===== src/rtl/clock_gate_ctrl.sv =====
// Multi-channel clock-gating controller: per-channel req/ack FSM with wake-up count,
// idle hysteresis and a glitch-free latch-based gating cell on each output clock.
module clock_gate_ctrl #(
    parameter int unsigned NUM_CH      = 4,
    parameter int unsigned WAKE_CYCLES = 2,
    parameter int unsigned IDLE_CYCLES = 8
) (
    input  logic              clk_in,
    input  logic              rst_n,
    input  logic              test_pin,
    input  logic [NUM_CH-1:0] req,
    output logic [NUM_CH-1:0] ack,
    output logic [NUM_CH-1:0] clk_out,
    output logic              busy
);

    localparam int unsigned MaxCnt = (WAKE_CYCLES > IDLE_CYCLES) ? WAKE_CYCLES : IDLE_CYCLES;
    localparam int unsigned CntW   = $clog2(MaxCnt + 1);
    localparam logic [CntW-1:0] WakeLast = CntW'(WAKE_CYCLES - 1);
    localparam logic [CntW-1:0] IdleLast = CntW'(IDLE_CYCLES - 1);

    typedef enum logic [1:0] {StOff, StWake, StOn, StHold} state_e;

    logic [NUM_CH-1:0] active_d;
    logic              busy_q;

    for (genvar i = 0; i < NUM_CH; i++) begin : g_ch
        state_e          state_q, state_d;
        logic [CntW-1:0] cnt_q, cnt_d;
        logic            gate_en_q, gate_en_d;
        logic            ack_q, ack_d;
        logic            en_latch;

        always_comb begin
            state_d   = state_q;
            cnt_d     = cnt_q;
            gate_en_d = gate_en_q;
            ack_d     = ack_q;
            unique case (state_q)
                StOff: begin
                    if (req[i]) begin
                        state_d   = StWake;
                        gate_en_d = 1'b1;
                        cnt_d     = '0;
                    end
                end
                // A wake always runs to completion; req only picks ON vs HOLD at the end.
                StWake: begin
                    if (cnt_q == WakeLast) begin
                        if (req[i]) begin
                            state_d = StOn;
                            ack_d   = 1'b1;
                        end else begin
                            state_d = StHold;
                            cnt_d   = '0;
                        end
                    end else begin
                        cnt_d = cnt_q + CntW'(1);
                    end
                end
                StOn: begin
                    if (!req[i]) begin
                        state_d = StHold;
                        ack_d   = 1'b0;
                        cnt_d   = '0;
                    end
                end
                StHold: begin
                    if (req[i]) begin
                        state_d = StOn;
                        ack_d   = 1'b1;
                    end else if (cnt_q == IdleLast) begin
                        state_d   = StOff;
                        gate_en_d = 1'b0;
                    end else begin
                        cnt_d = cnt_q + CntW'(1);
                    end
                end
                default: begin
                    state_d   = StOff;
                    cnt_d     = '0;
                    gate_en_d = 1'b0;
                    ack_d     = 1'b0;
                end
            endcase
        end

        always_ff @(posedge clk_in or negedge rst_n) begin
            if (!rst_n) begin
                state_q   <= StOff;
                cnt_q     <= '0;
                gate_en_q <= 1'b0;
                ack_q     <= 1'b0;
            end else begin
                state_q   <= state_d;
                cnt_q     <= cnt_d;
                gate_en_q <= gate_en_d;
                ack_q     <= ack_d;
            end
        end

        // Transparent only while clk_in is low, so enable changes never cut a high phase.
        always_latch begin
            if (!rst_n) begin
                en_latch = 1'b0;
            end else if (!clk_in) begin
                en_latch = gate_en_q | test_pin;
            end
        end

        assign clk_out[i]  = clk_in & en_latch;
        assign ack[i]      = ack_q;
        assign active_d[i] = (state_d != StOff);
    end

    always_ff @(posedge clk_in or negedge rst_n) begin
        if (!rst_n) begin
            busy_q <= 1'b0;
        end else begin
            busy_q <= |active_d;
        end
    end

    assign busy = busy_q;

endmodule


===== config.mk =====
export PLATFORM = sky130hd
export DESIGN_NAME = clock_gate_ctrl
export DESIGN_NICKNAME = d
export VERILOG_FILES = /design/src/rtl/clock_gate_ctrl.sv
export SDC_FILE = /design/constraint.sdc
export NUM_CORES = 1
export LEC_CHECK = 0
export CAP_MARGIN = 10
export CORE_AREA = 2 2 78 80
export CTS_CLUSTER_DIAMETER = 200
export CTS_CLUSTER_SIZE = 30
export DETAILED_ROUTE_END_ITERATION = 8
export DIE_AREA = 0 0 80 82
export GPL_TIMING_DRIVEN = 0
export HOLD_SLACK_MARGIN = 0.12
export PLACE_DENSITY = 0.56
export SLEW_MARGIN = 20
export SYNTH_ARGS = -nofsm -noshare
export SYNTH_HDL_FRONTEND = slang
export SYNTH_SLANG_ARGS = --single-unit

===== constraint.sdc =====
create_clock -name clk_in -period 1.85 [get_ports clk_in]
set_input_delay 0.2775 -clock clk_in [delete_from_list [all_inputs] [get_ports clk_in]]
set_output_delay 0.2775 -clock clk_in [all_outputs]
set_load 0.005 [all_outputs]

### Word-level counts from Yosys, hierarchy flattened

Index checks and enable logic that the tools add are counted.

| word-level totals | value |
|---|---|
| bits in latches | 4 |
| output and inout port bits | 9 |
| bits in registers | 33 |

| operators by class | value |
|---|---|
| add/sub/neg operators | 4 |
| mux-type cells | 94 |
| reduce and logical (&&, ||, !) cells | 29 |
| bitwise gates (word level) | 8 |
| equal/unequal tests | 44 |

Operators with widths:

| kind | count |
|---|---|
| $mux W4 | 20 |
| $pmux W4 S4 | 4 |
| $ne A2 B2 Y1 const B | 24 |
| $mux W2 | 20 |
| $mux W1 | 38 |
| $pmux W2 S4 | 4 |
| $reduce_and A3 Y1 | 8 |
| $add A4 B1 Y4 const B | 4 |
| $eq A2 B2 Y1 const B | 8 |
| $eq A4 B1 Y1 const B | 4 |
| $eq A4 B3 Y1 const B | 4 |
| $reduce_and A4 Y1 | 4 |
| $reduce_bool A2 Y1 | 8 |
| $pmux W1 S3 | 4 |
| $reduce_bool A3 Y1 | 4 |
| $eq A2 B1 Y1 const B | 4 |
| $logic_not A2 Y1 | 4 |
| $pmux W1 S2 | 4 |
| $and A1 B1 Y1 | 4 |
| $or A1 B1 Y1 | 4 |
| $reduce_or A4 Y1 | 1 |

### Depth between registers and ports, before layout

Gate-level depths: netlist (run 1).

| logic depth | value |
|---|---|
| depth in word-level cells | 6 |
| depth in mapped cells | 6 |
| depth with buffers taken out | 6 |

==> results of run 1 <==
## worst register-to-register path, cell delays in order (launching register included)
cell       delay [ps]
dfrtp_1           470
ha_1              270
nand3b_1          180
o32a_1            400
a2111oi_2         280
nand4_1           120
## state kept, by name, indices dropped and copies added, names as in the netlist
register and flops:
g_ch.cnt_q 16, g_ch.state_q 8, g_ch.ack_q 4, g_ch.en_latch 4, g_ch.gate_en_q 4, busy 1
## path summary, 6_finish.rpt
check | start | endpoint | depth (start not counted)
min in group asynchronous | rst_n | g_ch[3].cnt_q[3]$_DFFE_PN0P_ | 1
hold / removal | rst_n | clock gate | 1
min in group clk_in | rst_n | g_ch[0].en_latch$_DLATCH_P_ | 2
setup / recovery | clk_in | clk_out[0] | 9
max in group gated | rst_n | clock gate | 1
max in group asynchronous | rst_n | g_ch[2].cnt_q[0]$_DFFE_PN0P_ | 3
setup reg to reg | g_ch[0].cnt_q[0]$_DFFE_PN0P_ | busy$_DFF_PN0_ | 5
hold reg to reg | g_ch[0].gate_en_q$_DFFE_PN0P_ | g_ch[0].en_latch$_DLATCH_P_ | 1
## cell families after synthesis
| logic type | after synthesis |
|---|---|
| flip-flops | 33 |
| multiplexers | 1 |
| latches | 4 |
| AO/OA/AOI/OAI | 80 |
| AND/OR/NAND/NOR | 87 |
| XOR/XNOR | 1 |
| adder cells (fa/ha/maj) | 8 |
| buffers and inverters | 30 |
## layer usage
layer / share of wire (%) / track usage (%)
met4: 2.5 / 14.6
met3: 4.7 / 8.68
met1: 48 / 22.4
met2: 45 / 25.1
met5: 0 / 0
## layout by cell type (no fill, tap or decap), drive strengths merged, types with 8 or more instances in the layout
| master | instances |
|---|---|
| a21oi | 15 |
| and2 | 9 |
| buf | 17 |
| clkbuf | 29 |
| clkdlybuf4s50 | 10 |
| dfrtp | 33 |
| ha | 8 |
| inv | 15 |
| nand2 | 12 |
| nand2b | 10 |
| nand3 | 10 |
| nor2 | 11 |
| o21ai | 22 |
## area by class of cell
| cell class | instances | area [µm²] | share of cell area, % |
|---|---|---|---|
| flip-flops and latches | 37 | 887 | 31.9 |
| repair buffers | 15 | 158 | 5.66 |
| multi-input cells | 177 | 1200 | 43.3 |
| well taps | 75 | 93.8 | 3.37 |
| inverters | 15 | 56.3 | 2.02 |
| clock buffers | 27 | 297 | 10.7 |
| plain buffers | 15 | 87.6 | 3.15 |
## metrics by stage
step,hold slack [ps],worst slack (ps)
floorplan,-648,61.3
detailed placement,-378,-389
global placement,516,-1040
CTS,-624,-462
global route,-605,-492
finish,-629,-449
## report_power, final
| group | switching, µW | internal [µW] |
|---|---|---|
| Sequential | 176 | 926 |
| Combinational | 499 | 481 |
| Clock | 455 | 897 |
## repair_timing
item | CTS | global route
endpoints found under the hold margin | 34 | 16
gates resized for setup | 20 | 5
pin swaps | 2 | 2
setup buffers | 2 | 0
setup endpoints to repair | 12 | 13
==> impl_summary.log, run 1 <==
INFO  metric endpoint_kind = primary output
INFO  metric holdCritPathClass = in2gate
INFO  metric worst-setup-path-type = clk2out
INFO  metric dieArea = 6560 µm²
INFO  metric synth_top_cell_by_area = dfrtp_1
INFO  metric cp.arrival = 2020 ps
INFO  metric worst_slew_margin_rel = 40.5%
INFO  metric hold_buffers = 1
INFO  metric wp_buf_inv = 8
INFO  metric place.gp.congestion = 0.805
INFO  metric io_pins = 16
INFO  metric synth_compound_area_share = 24.4%
INFO  metric fin_skew = 41.2 ps
INFO  metric drt_first_iter_violations = 83
INFO  metric finalSetupViolCount = 8
INFO  metric whs = -629 ps
INFO  metric grt_util_all_layers = 18.5%
INFO  metric post_route_cells_drive_above_1_share = 18.5%
INFO  metric postSynthAreaPerCell = 9.09 µm²
INFO  metric synth_ff_type = dfrtp_1
INFO  metric run_status = finished, violations left
INFO  metric firstDrtPassIters = 4
INFO  metric ir_worst_vdd = 0.495 mV
INFO  metric unrepaired_setup_endpoints_after_global_routing = true
INFO  metric fin_tns_setup = -1680 ps
INFO  metric cts_tree = yes
INFO  metric grt_max_degree = 19
INFO  metric ys.warnings.count = 0
INFO  metric ys_ff_latch = 37
INFO  metric timing_worst_slew_pin_value = 889 ps
INFO  metric first_global_vias = 1894
INFO  metric yosys-top-cells-count = dfrtp_1 (33), o21ai_0 (22), a21oi_1 (15), inv_1 (15), nand2_1 (12)
INFO  metric synthesis.nets = 259
INFO  metric global_route_wire_length_before_repair = 8730 µm
INFO  metric synth.top_cells.by_area = dfrtp_1 (37%), o21ai_0 (5.0%), ha_1 (4.5%)
INFO  metric hold_viol_final = 16
INFO  metric design_power_total = 3430 µW
INFO  metric post-route-worst-setup-slack = -449 ps
INFO  metric most_frequent_cell_after_synthesis = dfrtp_1
INFO  metric post_drt_via_cell_ratio = 5.47
INFO  metric timing.max_cap.violations = 0
INFO  metric antenna_found_initial = 0
INFO  metric overflow = 0
INFO  metric postLayoutCoreUtil = 48.5%
INFO  metric timing.critical_path.required = 1570 ps
INFO  metric clock_latency = 540 ps
INFO  metric cp_top_family = buffers and inverters
INFO  metric post-route-drc-count = 0
INFO  metric powerDensity = 1230 nW/µm²
INFO  metric routed-via-count = 1975
INFO  metric crit_path_top_delay_cell = and2_1
INFO  metric totalWireLength = 5180 µm
INFO  metric nets = 299
INFO  metric core_area = 5750 µm²
INFO  metric antenna_cells = 0
INFO  metric maxSlewViolCount = 0
INFO  metric crit_path_cell_trace = clkbuf_8 -> clkbuf_8 -> clkbuf_8 -> clkbuf_8 -> clkbuf_8 -> clkbuf_8 -> clkbuf_8 -> and2_1 -> buf_2
INFO  metric placed_cells_incl_taps = 335
INFO  metric initial_core_util = 38.6%
INFO  metric main_combinational_cell_family_by_area_after_synthesis = compound AO/OA/AOI/OAI gates
INFO  metric synth_top_cell_area_share = 37.2%
INFO  metric post_synth_num_cell_types = 56
INFO  metric fillerInstances = 580
INFO  metric critical_path.most_common_cell = clkbuf_8
INFO  metric post_synth_inst_count = 244
INFO  metric post_dp_cell_area = 2480 µm²
INFO  metric timing.reg2reg.setup_slack = 10 ps
INFO  metric muxShareOfSynthArea = 0.451%
INFO  metric portBuffers = 15
INFO  metric detail_route.wl_per_cell = 14.4 µm
INFO  metric failing_checks = hold timing, setup timing
INFO  metric synth_area = 2220 µm²
INFO  metric die_w = 80 µm
INFO  metric postLayoutCellArea = 2780 µm²
INFO  metric path_max_fanout = 3
INFO  metric die_y_extent = 82 µm
INFO  metric finish.cell_count_without_fillers = 361
INFO  metric startpoint_type = clock port
INFO  metric power.static_leakage = 0.00118 µW
INFO  metric post-dp-hpwl = 3370 µm
INFO  metric synth-simple-area-share = 23.9%
INFO  metric synthesis_to_finish_area_growth = 25.6%
INFO  metric post_synth_xor_area_fraction = 0.395%
INFO  metric postRouteAntennaNets = 0
INFO  metric async_flop_share = 89.2%
INFO  metric max_stage_delay = 140 ps
INFO  metric synth_edf_count = 0
INFO  metric fp-row-count = 28
INFO  metric synth_fa_ha_area_share = 4.51%
No activity file was read; power rests on OpenSTA's default activity.
==> run 2, diff against run 1 <==
TNS_END_PERCENT = 1   (was not set)
==> impl_summary.log, run 2 (synthesis results as in run 1) <==
INFO  metric fin_skew = 40.3 ps
INFO  metric fillerInstances = 575
INFO  metric die_y_extent = 82 µm
INFO  metric finalSetupViolCount = 8
INFO  metric fp-row-count = 28
INFO  metric antenna_cells = 0
INFO  metric synthesis_to_finish_area_growth = 27.9%
INFO  metric overflow = 0
INFO  metric portBuffers = 15
INFO  metric power.static_leakage = 0.00120 µW
INFO  metric failing_checks = hold timing, setup timing
INFO  metric dieArea = 6560 µm²
INFO  metric cp.arrival = 2020 ps
INFO  metric most-common-layout-cells = dfrtp_1 (32), o21ai_0 (21), clkbuf_8 (21)
INFO  metric post_dp_cell_area = 2480 µm²
INFO  metric detail_route.wl_per_cell = 14.3 µm
INFO  metric powerDensity = 1290 nW/µm²
INFO  metric run_status = finished, violations left
INFO  metric largest_reg_flops = 16
INFO  metric clock_latency = 530 ps
INFO  metric crit_path_start = clk_in
INFO  metric core_area = 5750 µm²
INFO  metric reg2reg_depth = 5
INFO  metric post_drt_via_cell_ratio = 5.40
INFO  metric hold_buffers = 1
INFO  metric place.gp.congestion = 0.805
INFO  metric design_power_total = 3670 µW
INFO  metric initial_core_util = 38.6%
INFO  metric worst_slew_margin_rel = 40.4%
INFO  metric firstDrtPassIters = 5
INFO  metric postLayoutCoreUtil = 49.4%
INFO  metric nets = 301
INFO  metric totalWireLength = 5190 µm
INFO  metric post_route_cells_drive_above_1_share = 19.1%
INFO  metric layout_commonest_cell = dfrtp_1
INFO  metric fin_tns_setup = -1700 ps
INFO  metric global_route_wire_length_before_repair = 8730 µm
INFO  metric startpoint_type = clock port
INFO  metric die_w = 80 µm
INFO  metric unrepaired_setup_endpoints_after_global_routing = true
INFO  metric r2r_end = busy$_DFF_PN0_
INFO  metric crit_path_top_delay_cell = and2_1
INFO  metric holdCritPathClass = in2gate
INFO  metric post-route-drc-count = 0
INFO  metric critical_path.most_common_cell = clkbuf_8
INFO  metric crit_path_cell_trace = clkbuf_8 -> clkbuf_8 -> clkbuf_8 -> clkbuf_8 -> clkbuf_8 -> clkbuf_8 -> clkbuf_8 -> and2_1 -> buf_2
INFO  metric first_global_vias = 1911
INFO  metric layout_top_registers = g_ch.cnt_q x16, g_ch.state_q x8
INFO  metric hold-path-cell-count = 1
INFO  metric r2r_start = g_ch[0].cnt_q[0]$_DFFE_PN0P_
INFO  metric ir_worst_vdd = 0.500 mV
INFO  metric hold_path.startpoint = rst_n
INFO  metric cts_setup_buffers = 0
INFO  metric max_stage_delay = 140 ps
INFO  metric postLayoutCellArea = 2840 µm²
INFO  metric timing.critical_path.required = 1570 ps
INFO  metric endpoint_kind = primary output
INFO  metric hold_viol_final = 16
INFO  metric io_pins = 16
INFO  metric drt_first_iter_violations = 56
INFO  metric post-route-worst-setup-slack = -447 ps
INFO  metric timing.max_cap.violations = 0
INFO  metric registers.top_by_ff_count = g_ch.cnt_q
INFO  metric whs = -632 ps
INFO  metric timing.reg2reg.setup_slack = 20 ps
INFO  metric grt_max_degree = 19
INFO  metric cts_tree = yes
INFO  metric path_max_fanout = 3
INFO  metric postRouteAntennaNets = 0
INFO  metric routed-via-count = 1962
INFO  metric post-dp-hpwl = 3370 µm
INFO  metric antenna_found_initial = 0
INFO  metric grt_util_all_layers = 18.7%
INFO  metric worst-setup-path-type = clk2out
INFO  metric maxSlewViolCount = 0
INFO  metric timing_worst_slew_pin_value = 891 ps
[run 2: cell count changes in the layout (fill, tap and decap cells not counted), sizes merged]
cell,before,now
clkbuf,29,31
[run 2: metal layers]
metal	vias to the layer above	global-route usage, %	part of all wire, %	routed length, µm
li1	972	-	-	-
met4	0	15.9	2.2	116
met1	937	22.2	48	2480
met5	-	0	0	0
met3	13	8.90	4.4	226
met2	40	25.2	46	2370
[run 2: report_power, final]
part           leakage, µW  internal (µW)  total [µW]  switching, µW
clock             0.000204           1100        1610            506
combinational     0.000567            461         937            476
sequential        0.000430            926        1130            200
[run 2: worst max path at each step]
stage                     depth (start not counted)                            to
after floorplan                                   5  g_ch[2].cnt_q[3]$_DFFE_PN0P_
after global placement                            2                    clk_out[0]
after detailed placement                          2                    clk_out[1]
after CTS                                         2                    clk_out[0]
after global routing                              2                    clk_out[0]
final                                             9                    clk_out[0]
[run 2: critical path, delay by kind of cell]
kind / cells / cell delay [ps]
buffers and inverters: 8 / 960
and+or+nand+nor: 1 / 140
[run 2: timing repair]
action                                  4_1_cts  5_1_grt
pin swaps                                     1        7
endpoints found under the setup margin       12       13
cloned                                        0        0
gates resized for setup                      21        7
hold endpoints to repair                     34       16
[run 2: final cells by class]
class | instances | area, µm² | share of cell area (%)
clock buffer | 31 | 354 | 12.5
sequential | 37 | 887 | 31.3
timing repair buffer | 13 | 143 | 5.03
multi-input combinational | 177 | 1210 | 42.8
inverter | 15 | 56.3 | 1.99
tap | 75 | 93.8 | 3.31
buffer | 15 | 87.6 | 3.09
[run 2: through the flow]
stage / cells / worst slack, ps
after floorplan: 244 / 61.3
after global placement: 334 / -1040
after detailed placement: 335 / -389
after CTS: 363 / -462
after global routing: 363 / -493
final: 363 / -447
